$ cat src/rtl/soldier_spawn_scheduler_if.sv
// Spawn-scheduler bus: requester pulses, game tick, Queue push/pop/size and status.
// master drives the inputs (requesters/Queue side), slave is the scheduler.
interface soldier_spawn_scheduler_if;
    localparam int unsigned NREQ = 2;
    localparam int unsigned SZ_W = 5;
    localparam int unsigned EN_W = 7;

    logic            tick;
    logic [NREQ-1:0] req;
    logic            front_done;
    logic [SZ_W-1:0] size;
    logic            push;
    logic            pop;
    logic [NREQ-1:0] grant;
    logic [NREQ-1:0] reject;
    logic [EN_W-1:0] energy;
    logic [NREQ-1:0] cooling;

    modport master (
        output tick, req, front_done, size,
        input  push, pop, grant, reject, energy, cooling
    );

    modport slave (
        input  tick, req, front_done, size,
        output push, pop, grant, reject, energy, cooling
    );
endinterface

$ cat src/rtl/soldier_spawn_scheduler.sv
// Turns spawn/remove events into one-cycle Queue push/pop strobes with cooldown and energy gating.
// Define SPAWN_ENERGY_EN to enable the shared energy budget; otherwise energy reads 0.
module soldier_spawn_scheduler #(
    parameter int unsigned QDEPTH     = 16,
    parameter int unsigned COOLDOWN   = 8,
    parameter int unsigned COST       = 10,
    parameter int unsigned ENERGY_INC = 1,
    parameter int unsigned ENERGY_MAX = 99
) (
    input  logic                       clk,
    input  logic                       rst,
    soldier_spawn_scheduler_if.slave   bus
);
    localparam int unsigned NREQ = 2;
    localparam int unsigned CD_W = 4;
    localparam int unsigned EN_W = 7;
    localparam int unsigned EW1  = EN_W + 1;
    localparam int unsigned SZ_W = 5;

    // Reject configurations that cannot be represented in the fixed port/counter widths.
    if (QDEPTH >= (1 << SZ_W) || COOLDOWN >= (1 << CD_W) || ENERGY_MAX >= (1 << EN_W) ||
        COST > ENERGY_MAX || ENERGY_INC > ENERGY_MAX) begin : g_bad_cfg
        $error("soldier_spawn_scheduler: parameter out of range");
    end

    typedef enum logic {IDLE, SETTLE} state_e;

    state_e                     state_q, state_d;
    logic                       push_q, push_d;
    logic                       pop_q, pop_d;
    logic [NREQ-1:0]            grant_q, grant_d;
    logic [NREQ-1:0]            reject_q, reject_d;
    logic [NREQ-1:0]            pend_q, pend_d;
    logic                       pop_pend_q, pop_pend_d;
    logic                       rr_last_q, rr_last_d;
    logic [NREQ-1:0][CD_W-1:0]  cd_q, cd_d;
    logic [NREQ-1:0]            cooling_q, cooling_d;

    logic [NREQ-1:0]            grant_vec;
    logic [NREQ-1:0]            elig;
    logic [NREQ-1:0]            cd_zero;
    logic                       energy_ok;
    logic                       size_ok;
    logic                       pop_clr;
    logic                       sel;

`ifdef SPAWN_ENERGY_EN
    logic [EN_W-1:0]            energy_q, energy_d;
    logic [EW1-1:0]             e_sum;

    // Grant only happens with energy >= COST, so the subtraction cannot wrap.
    always_comb begin
        e_sum = EW1'(energy_q);
        if (grant_vec != '0) e_sum = e_sum - EW1'(COST);
        if (bus.tick)        e_sum = e_sum + EW1'(ENERGY_INC);
        energy_d = (e_sum > EW1'(ENERGY_MAX)) ? EN_W'(ENERGY_MAX) : e_sum[EN_W-1:0];
    end

    assign energy_ok  = (energy_q >= EN_W'(COST));
    assign bus.energy = energy_q;
`else
    assign energy_ok  = 1'b1;
    assign bus.energy = '0;
`endif

    assign size_ok = (bus.size < SZ_W'(QDEPTH));
    assign cd_zero = {cd_q[1] == '0, cd_q[0] == '0};
    assign elig    = pend_q & cd_zero & {NREQ{energy_ok}} & {NREQ{size_ok}};

    // Next-state: arbitration, pending bookkeeping and cooldown counters.
    always_comb begin
        state_d    = state_q;
        push_d     = 1'b0;
        pop_d      = 1'b0;
        grant_vec  = '0;
        pop_clr    = 1'b0;
        sel        = 1'b0;
        rr_last_d  = rr_last_q;

        case (state_q)
            IDLE: begin
                if (pop_pend_q) begin
                    pop_clr = 1'b1;
                    if (bus.size != '0) begin
                        pop_d   = 1'b1;
                        state_d = SETTLE;
                    end
                end else if (elig != '0) begin
                    sel       = (elig == 2'b11) ? ~rr_last_q : elig[1];
                    grant_vec = sel ? 2'b10 : 2'b01;
                    push_d    = 1'b1;
                    rr_last_d = sel;
                    state_d   = SETTLE;
                end
            end
            SETTLE:  state_d = IDLE;
            default: state_d = IDLE;
        endcase

        grant_d    = grant_vec;
        reject_d   = bus.req & pend_q;
        pend_d     = (pend_q & ~grant_vec) | (bus.req & ~pend_q);
        pop_pend_d = (pop_pend_q & ~pop_clr) | bus.front_done;

        for (int i = 0; i < NREQ; i++) begin
            cd_d[i] = cd_q[i];
            if (bus.tick && cd_q[i] != '0) cd_d[i] = cd_q[i] - CD_W'(1);
            if (grant_vec[i])              cd_d[i] = CD_W'(COOLDOWN);
        end
        cooling_d = {cd_d[1] != '0, cd_d[0] != '0};
    end

    always_ff @(posedge clk or negedge rst) begin
        if (!rst) begin
            state_q    <= IDLE;
            push_q     <= 1'b0;
            pop_q      <= 1'b0;
            grant_q    <= '0;
            reject_q   <= '0;
            pend_q     <= '0;
            pop_pend_q <= 1'b0;
            rr_last_q  <= 1'b1;
            cd_q       <= '0;
            cooling_q  <= '0;
`ifdef SPAWN_ENERGY_EN
            energy_q   <= '0;
`endif
        end else begin
            state_q    <= state_d;
            push_q     <= push_d;
            pop_q      <= pop_d;
            grant_q    <= grant_d;
            reject_q   <= reject_d;
            pend_q     <= pend_d;
            pop_pend_q <= pop_pend_d;
            rr_last_q  <= rr_last_d;
            cd_q       <= cd_d;
            cooling_q  <= cooling_d;
`ifdef SPAWN_ENERGY_EN
            energy_q   <= energy_d;
`endif
        end
    end

    assign bus.push    = push_q;
    assign bus.pop     = pop_q;
    assign bus.grant   = grant_q;
    assign bus.reject  = reject_q;
    assign bus.cooling = cooling_q;
endmodule
$ cat src/flat_wrapper.sv
// flat-port wrapper written by rule: the top's interface ports become plain ports
module soldier_spawn_scheduler_flat 
#(
    parameter int unsigned QDEPTH     = 16,
    parameter int unsigned COOLDOWN   = 8,
    parameter int unsigned COST       = 10,
    parameter int unsigned ENERGY_INC = 1,
    parameter int unsigned ENERGY_MAX = 99
)
  (clk, rst, bus_tick, bus_req, bus_front_done, bus_size, bus_push, bus_pop, bus_grant, bus_reject, bus_energy, bus_cooling);
  soldier_spawn_scheduler_if bus_i ();
  input  logic clk;
  input  logic rst;
  input wire logic [$bits(bus_i.tick)-1:0] bus_tick;
  input wire logic [$bits(bus_i.req)-1:0] bus_req;
  input wire logic [$bits(bus_i.front_done)-1:0] bus_front_done;
  input wire logic [$bits(bus_i.size)-1:0] bus_size;
  output wire logic [$bits(bus_i.push)-1:0] bus_push;
  output wire logic [$bits(bus_i.pop)-1:0] bus_pop;
  output wire logic [$bits(bus_i.grant)-1:0] bus_grant;
  output wire logic [$bits(bus_i.reject)-1:0] bus_reject;
  output wire logic [$bits(bus_i.energy)-1:0] bus_energy;
  output wire logic [$bits(bus_i.cooling)-1:0] bus_cooling;
  assign bus_i.tick = bus_tick;
  assign bus_i.req = bus_req;
  assign bus_i.front_done = bus_front_done;
  assign bus_i.size = bus_size;
  assign bus_push = bus_i.push;
  assign bus_pop = bus_i.pop;
  assign bus_grant = bus_i.grant;
  assign bus_reject = bus_i.reject;
  assign bus_energy = bus_i.energy;
  assign bus_cooling = bus_i.cooling;
  soldier_spawn_scheduler #(.QDEPTH(QDEPTH), .COOLDOWN(COOLDOWN), .COST(COST), .ENERGY_INC(ENERGY_INC), .ENERGY_MAX(ENERGY_MAX)) u_core (.clk(clk), .rst(rst), .bus(bus_i));
endmodule
$ cat config.mk
export PLATFORM = sky130hd
export DESIGN_NAME = soldier_spawn_scheduler_flat
export DESIGN_NICKNAME = d
export VERILOG_FILES = /design/src/rtl/soldier_spawn_scheduler_if.sv /design/src/rtl/soldier_spawn_scheduler.sv /design/src/flat_wrapper.sv
export SDC_FILE = /design/constraint.sdc
export NUM_CORES = 1
export LEC_CHECK = 0
export CAP_MARGIN = 20
export CORE_AREA = 2 2 71 73
export CTS_BUF_LIST = sky130_fd_sc_hd__clkbuf_4 sky130_fd_sc_hd__clkbuf_8 sky130_fd_sc_hd__clkbuf_16
export DETAILED_ROUTE_END_ITERATION = 7
export DIE_AREA = 0 0 73 75
export PLACE_DENSITY_LB_ADDON = 0.25
export RECOVER_POWER = 100
export SLEW_MARGIN = 20
export SYNTH_ARGS = -nofsm -noshare
export SYNTH_HDL_FRONTEND = slang
export SYNTH_SLANG_ARGS = --single-unit
$ cat constraint.sdc
create_clock -name clk -period 3.45 [get_ports clk]
set_input_delay 0.345 -clock clk [delete_from_list [all_inputs] [get_ports clk]]
set_output_delay 0.345 -clock clk [all_outputs]
set_load 0.05 [all_outputs]
==> results of run 1 <==
-- layout by cell type (no fill, tap or decap), types with 3 or more instances in the layout --
| cell | count |
|---|---|
| nand2b_1 | 3 |
| clkdlybuf4s50_1 | 5 |
| dfrtp_1 | 20 |
| nor2_1 | 13 |
| a21oi_1 | 8 |
| inv_1 | 6 |
| clkbuf_8 | 3 |
| nor2b_1 | 4 |
| conb_1 | 7 |
| nand3_1 | 4 |
| mux2i_1 | 3 |
| dlygate4sd3_1 | 12 |
| nor3_1 | 4 |
-- worst max-delay path, delay by kind of cell, from the launching register on --
| kind | cells | cell delay [ns] |
|---|---|---|
| buffers and inverters | 1 | 0.09 |
| adder cells (fa/ha/maj) | 1 | 0.26 |
| AND/OR/NAND/NOR | 2 | 1.11 |
| flip-flops | 1 | 0.42 |
| AO/OA/AOI/OAI | 1 | 0.13 |
-- cells by family after synthesis --
kind of cell	Yosys count
AOI/OAI and AO/OA	21
xor gates and xnor gates	2
adders and majority gates	2
buffers and inverters	14
DFF	21
muxes	5
other	1
and+or+nand+nor	44
-- layer usage --
| metal | vias up | global-route usage [%] | wire [um] |
|---|---|---|---|
| met5 | - | 0 | 0 |
| met4 | 0 | 6.79 | 17 |
| met2 | 31 | 14.2 | 1070 |
| met3 | 2 | 1.61 | 116 |
| met1 | 402 | 10.9 | 1080 |
| li1 | 420 | - | - |
-- power by group --
part | internal, uW | switching, uW
Clock | 90.0 | 78.8
Combinational | 188 | 254
Sequential | 334 | 96.2
-- area by class of cell --
| class | count | area [um^2] | area share [%] |
|---|---|---|---|
| multi-input cells | 81 | 534 | 38.9 |
| flip-flops and latches | 21 | 527 | 38.3 |
| repair buffers | 18 | 174 | 12.7 |
| well taps | 54 | 67.6 | 4.92 |
| clock buffers | 4 | 48.8 | 3.55 |
| inverters | 6 | 22.5 | 1.64 |
-- flip-flops by register name, indices dropped and copies added (netlist names) --
| register | flops |
|---|---|
| u_core.bus.grant | 2 |
| u_core.state_q | 1 |
| u_core.bus.push | 1 |
| u_core.bus.cooling | 2 |
| u_core.rr_last_q | 1 |
| u_core.cd_q | 8 |
| u_core.pend_q | 2 |
| u_core.bus.pop | 1 |
| u_core.pop_pend_q | 1 |
| u_core.bus.reject | 2 |
-- through the flow --
| step | cell area (um^2) | worst slack [ns] | utilization (%) | hold slack (ns) | power [uW] |
|---|---|---|---|---|---|
| floorplan | 1170 | 1.95 | - | 0.0494 | 797 |
| global placement | 1360 | 1.51 | 29.1 | 0.500 | 904 |
| detailed placement | 1360 | 1.43 | 29.1 | 0.497 | 915 |
| CTS | 1410 | 1.68 | 30.1 | 0.518 | 1090 |
| global route | 1370 | 1.18 | 29.5 | 0.407 | 1120 |
| finish | 1370 | 1.30 | 29.5 | 0.286 | 1040 |
-- how the worst max path moves through the flow --
| stage | from | to | slack [ns] | cells past startpoint |
|---|---|---|---|---|
| after floorplan | u_core.cd_q[0]$_DFF_PN0_ | u_core.bus.cooling[1]$_DFF_PN0_ | 1.95 | 5 |
| final | u_core.cd_q[0]$_DFF_PN0_ | u_core.bus.cooling[1]$_DFF_PN0_ | 1.30 | 5 |
| after global routing | u_core.cd_q[0]$_DFF_PN0_ | u_core.cd_q[1]$_DFF_PN0_ | 1.18 | 5 |
| after global placement | bus_tick | u_core.bus.cooling[1]$_DFF_PN0_ | 1.51 | 4 |
| after CTS | bus_tick | u_core.bus.cooling[0]$_DFF_PN0_ | 1.68 | 4 |
| after detailed placement | bus_tick | u_core.bus.cooling[0]$_DFF_PN0_ | 1.43 | 4 |
==> flow_summary_export.csv, run 1 <==
group,metric,value,unit
floorplanning,die_area,5480,um^2
routing,ant_nets,0,
routing,drt-total-wl,2.28,mm
cts,numCtsBuffers,3,
min_path,hp-class,"input pin to async pin",
cts,root_buffer,"clkbuf_8",
routing,drtIter0Drc,43,
synth,ys_warn_count,0,
synth,synth_top_area_share,43.5,%
timing,worst_slew_pin_slew,1.14,ns
synth,syn_area,1150,um^2
timing,rsz0062_at_grt,"no",
global_route,grt_antenna_before_repair,0,
floorplanning,dieHeight,75,um
timing,final.period_utilization,62.3,%
routing,viasPerCell,4.65,
floorplanning,core,4660,um^2
synth,synthTopCellsByCount,"20 x dfrtp_1, 13 x nor2_1, 8 x a21oi_1",
synth,synth.avg_cell_area,10.5,um^2
critical_path,worstPathRequired,3.57,ns
synth,synthDistinctLibCells,33,
cts,clock_sinks,21,
placed_design,place_hpwl,1.69,mm
critical_path,slowest_delay,0.76,ns
timing,slew_headroom,24.0,%
synth,synthArstFlopShare,100,%
global_route,grt_pass1_wl,3.73,mm
synth,synth_top_family_by_area,"simple AND/OR/NAND/NOR gates",
critical_path,r2r-end,"u_core.bus.cooling[1]$_DFF_PN0_",
global_route,track_usage,9.00,%
timing,period_needed,2.15,ns
critical_path,path_cells,"inv_1, ha_1, nor3b_1, and3_1, o221ai_1",
final_layout,instances_no_fill,184,
synth,synth_edf_count,0,
synth,synthSimpleGateAreaFrac,24.5,%
routing,drc,0,
run,max-cap-violations,0,
critical_path,r2r_setup_slack,1.30,ns
outcome,outcome,"complete, no violations",
synth,yosysMostFrequentCell,"dfrtp_1",
timing,drv_slew,0,
cts,htree_levels,1,
pwr,ir_drop,190,uV
global_route,grt_pass1_vias,840,
global_route,gr-total-overflow,0,
synth,synth-seq-cells,21,
floorplanning,start_util,24.7,%
final_layout,antenna_cells,0,
critical_path,critPathKind,"flop to flop",
timing,fin_skew,0.00325,ns
cts,clock_latency,0.26,ns
routing,vias,855,
synth,yosysSeqAreaShare,45.8,%
synth,synthFlopType,"dfrtp_1",
routing,drtPass1Iterations,4,
floorplanning,io_pins,26,
cts,clock_path_buffers,2,
floorplanning,rows,25,
critical_path,arrival,2.26,ns
timing,hold_viol,0,
timing,tns,0,ns
synth,synthCells,110,
synth,synth_mux_area_share,4.57,%
final_layout,num-nets-final,144,
pwr,power.density,758,nW/um^2
routing,routedWlPerCell,12.4,um
critical_path,slowest_stage,"nor3b_1",
cts,cts_resized,0,
cts,path_clk_slew,0.08,ns
final_layout,drive_gt1_share,10.0,%
critical_path,crit-reg2reg-launch,"u_core.cd_q[0]$_DFF_PN0_",
synth,synthAdderAreaFrac,2.18,%
final_layout,num-fill-cells,468,
synth,synth-xor-area-share,1.52,%
synth,synthTopCellsByArea,"dfrtp_1 44%, buf_4 4.6%, nor2_1 4.2%",
synth,synth_compound_area_share,13.6,%
cts,hold_buffers,0,
floorplanning,die_width,73,um
critical_path,cp-end-kind,"flop",
placed_design,dp_cells,180,
critical_path,start_kind,"flop",
synth,synth_largest_area_cell,"dfrtp_1",
timing,maxClockFrequency,465,MHz
cts,cts_setup_buffers,0,
placed_design,port-buffer-count,18,
critical_path,reg2reg_depth,5,
pwr,p_leak,0.000577,uW
critical_path,worstPathMaxFanout,7,
timing,setup_violations,0,
global_route,grt_max_degree,22,
placed_design,routabilityCongestion,0.819,
final_layout,syn_to_final_growth,19.5,%
cts,tritoncts,"yes",
Note: power is estimated with default switching activity, not from simulation.
==> inputs of run 2 (changes only) <==
clock period = 1.9 ns   (was 3.45 ns; I/O delays follow)
==> run 2 against run 1 <==
Sequential cell count unchanged. Sequential share of layout area down 1.1 points. Highest routed layer unchanged. Die area unchanged. Largest power group unchanged. Worst hold slack better by 0.22 ns. Non-clock buffer count up 2. Core utilization up 0.89 points. First-iteration DRC count down 12%. Count of clock-buffer cells in the layout unchanged. Critical path type unchanged. Final cell count up 1.1%.
==> flow_summary_export.csv, run 2 (synthesized netlist as in run 1, its figures left out) <==
group,metric,value,unit
timing,setup_violations,0,
routing,viasPerCell,4.71,
timing,drv_slew,0,
cts,tritoncts,"yes",
cts,numCtsBuffers,3,
cts,clock_sinks,21,
global_route,met2_usage,16.4,%
final_layout,largest_register_ffs,8,
final_layout,num-nets-final,146,
critical_path,worstPathRequired,2.06,ns
critical_path,worstPathMaxFanout,7,
timing,final.period_utilization,90.4,%
routing,drt-total-wl,2.35,mm
pwr,power.density,1380,nW/um^2
timing,hold_viol,0,
timing,slew_headroom,24.2,%
pwr,p_total,1950,uW
timing,maxClockFrequency,582,MHz
critical_path,slowest_delay,0.42,ns
cts,root_buffer,"clkbuf_8",
placed_design,place_hpwl,1.76,mm
final_layout,final_area,1420,um^2
routing,drtIter0Drc,38,
global_route,busiest_layer,"met2",
timing,fin_skew,0.00181,ns
placed_design,routabilityCongestion,0.858,
final_layout,syn_to_final_growth,23.1,%
critical_path,start_kind,"flop",
global_route,grt_max_degree,22,
final_layout,antenna_cells,0,
pwr,ir_drop,307,uV
critical_path,crit_family,"simple AND/OR/NAND/NOR gates",
routing,ant_nets,0,
floorplanning,die_area,5480,um^2
final_layout,final_common_cell,"dfrtp_1",
critical_path,slowest_stage,"dfrtp_1",
floorplanning,core,4660,um^2
global_route,gr-total-overflow,0,
global_route,grt_pass1_wl,3.91,mm
timing,rsz0062_at_grt,"no",
floorplanning,rows,25,
floorplanning,dieHeight,75,um
routing,drc,0,
routing,vias,876,
placed_design,port-buffer-count,18,
global_route,grt_antenna_before_repair,0,
global_route,grt_pass1_vias,881,
placed_design,dp_cells,182,
run,max-cap-violations,0,
timing,setup_slack,0.182,ns
final_layout,instances_no_fill,186,
cts,clock_path_buffers,2,
critical_path,cp-end-kind,"flop",
timing,tns,0,ns
cts,hold_buffers,0,
floorplanning,die_width,73,um
final_layout,drive_gt1_share,12.9,%
timing,period_needed,1.72,ns
final_layout,mostFrequentLayoutCells,"20 x dfrtp_1, 13 x nor2_1, 10 x dlygate4sd3_1, 8 x a21oi_1, 8 x clkdlybuf4s50_1",
floorplanning,io_pins,26,
final_layout,largest-register,"u_core.cd_q",
outcome,outcome,"complete, no violations",
placed_design,placed_area,1370,um^2
routing,routedWlPerCell,12.6,um
pwr,p_leak,0.000592,uW
cts,cts_resized,0,
floorplanning,start_util,24.7,%
cts,path_clk_slew,0.07,ns
critical_path,crit_buf_inv,1,
global_route,track_usage,9.38,%
critical_path,arrival,1.88,ns
critical_path,path_cells,"inv_1, ha_1, nor3b_4, nand3_2, a221oi_2",
critical_path,critPathKind,"flop to flop",
cts,clock_latency,0.25,ns
placed_design,dpl_worst_slack,0.196,ns
global_route,grt_util_met1,11.4,%
cts,htree_levels,1,
routing,drtPass1Iterations,4,
timing,worst_slew_pin_slew,1.14,ns
global_route,gr-usage-met3,1.34,%
cts,cts_setup_buffers,0,
min_path,hp-class,"input pin to flop",
## run 2: cell count changes in the layout (fill, tap and decap cells not counted), sizes merged
cell | previous run | this run
clkdlybuf4s50 | 5 | 8
dlygate4sd3 | 12 | 10
buf | 0 | 1
## run 2: power by group
part	leakage (uW)	total (uW)	switching [uW]	internal, uW
registers	0.000243	798	191	607
clock network	0.0000262	303	140	163
logic	0.000322	852	481	371
total	0.000592	1950	811	1140
## run 2: layer usage
| layer | vias up | share of wire [%] |
|---|---|---|
| li1 | 423 | - |
| met1 | 424 | 44 |
| met2 | 27 | 50 |
| met3 | 2 | 5.3 |
| met4 | 0 | 1.1 |
| met5 | - | 0 |
## run 2: worst reg2reg max path, delay by kind of cell (launching register included)
kind	cells	cell delay, ns
AO/OA/AOI/OAI	1	0.31
adder cells (fa/ha/maj)	1	0.26
buffers and inverters	1	0.10
flip-flops	1	0.42
AND/OR/NAND/NOR	2	0.54
## run 2: metrics by stage
stage / util (%) / hold slack (ns)
floorplan: - / -0.106
global placement: 29.4 / 0.508
detailed placement: 29.4 / 0.510
CTS: 30.5 / 0.276
global route: 30.4 / 0.506
finish: 30.4 / 0.510
## run 2: layout make-up
class	count	area (um^2)
timing repair buffer	20	191
clock buffer	4	48.8
tap	54	67.6
multi-input combinational	81	558
fill	482	3250
inverter	6	22.5
sequential	21	527
## run 2: final timing paths
path                                           from                          end  slack, ns  depth (start not counted)
setup / recovery           u_core.cd_q[4]$_DFF_PN0_     u_core.cd_q[1]$_DFF_PN0_       0.18                          5
hold / removal                       bus_front_done  u_core.pop_pend_q$_DFF_PN0_       0.51                          2
setup reg to reg           u_core.cd_q[4]$_DFF_PN0_     u_core.cd_q[1]$_DFF_PN0_       0.18                          5
hold reg to reg            u_core.state_q$_DFF_PN0_    u_core.bus.push$_DFF_PN0_       0.52                          1
max in group asynchronous                       rst    u_core.bus.push$_DFF_PN0_       0.55                          2
min in group asynchronous                       rst   u_core.pend_q[0]$_DFF_PN0_       0.67                          2
==> inputs of run 3 (changes only) <==
CTS_CLUSTER_SIZE = 8   (was unset)
==> results of run 3 <==
Final layout, timing and power as in run 2 (identical DEF).
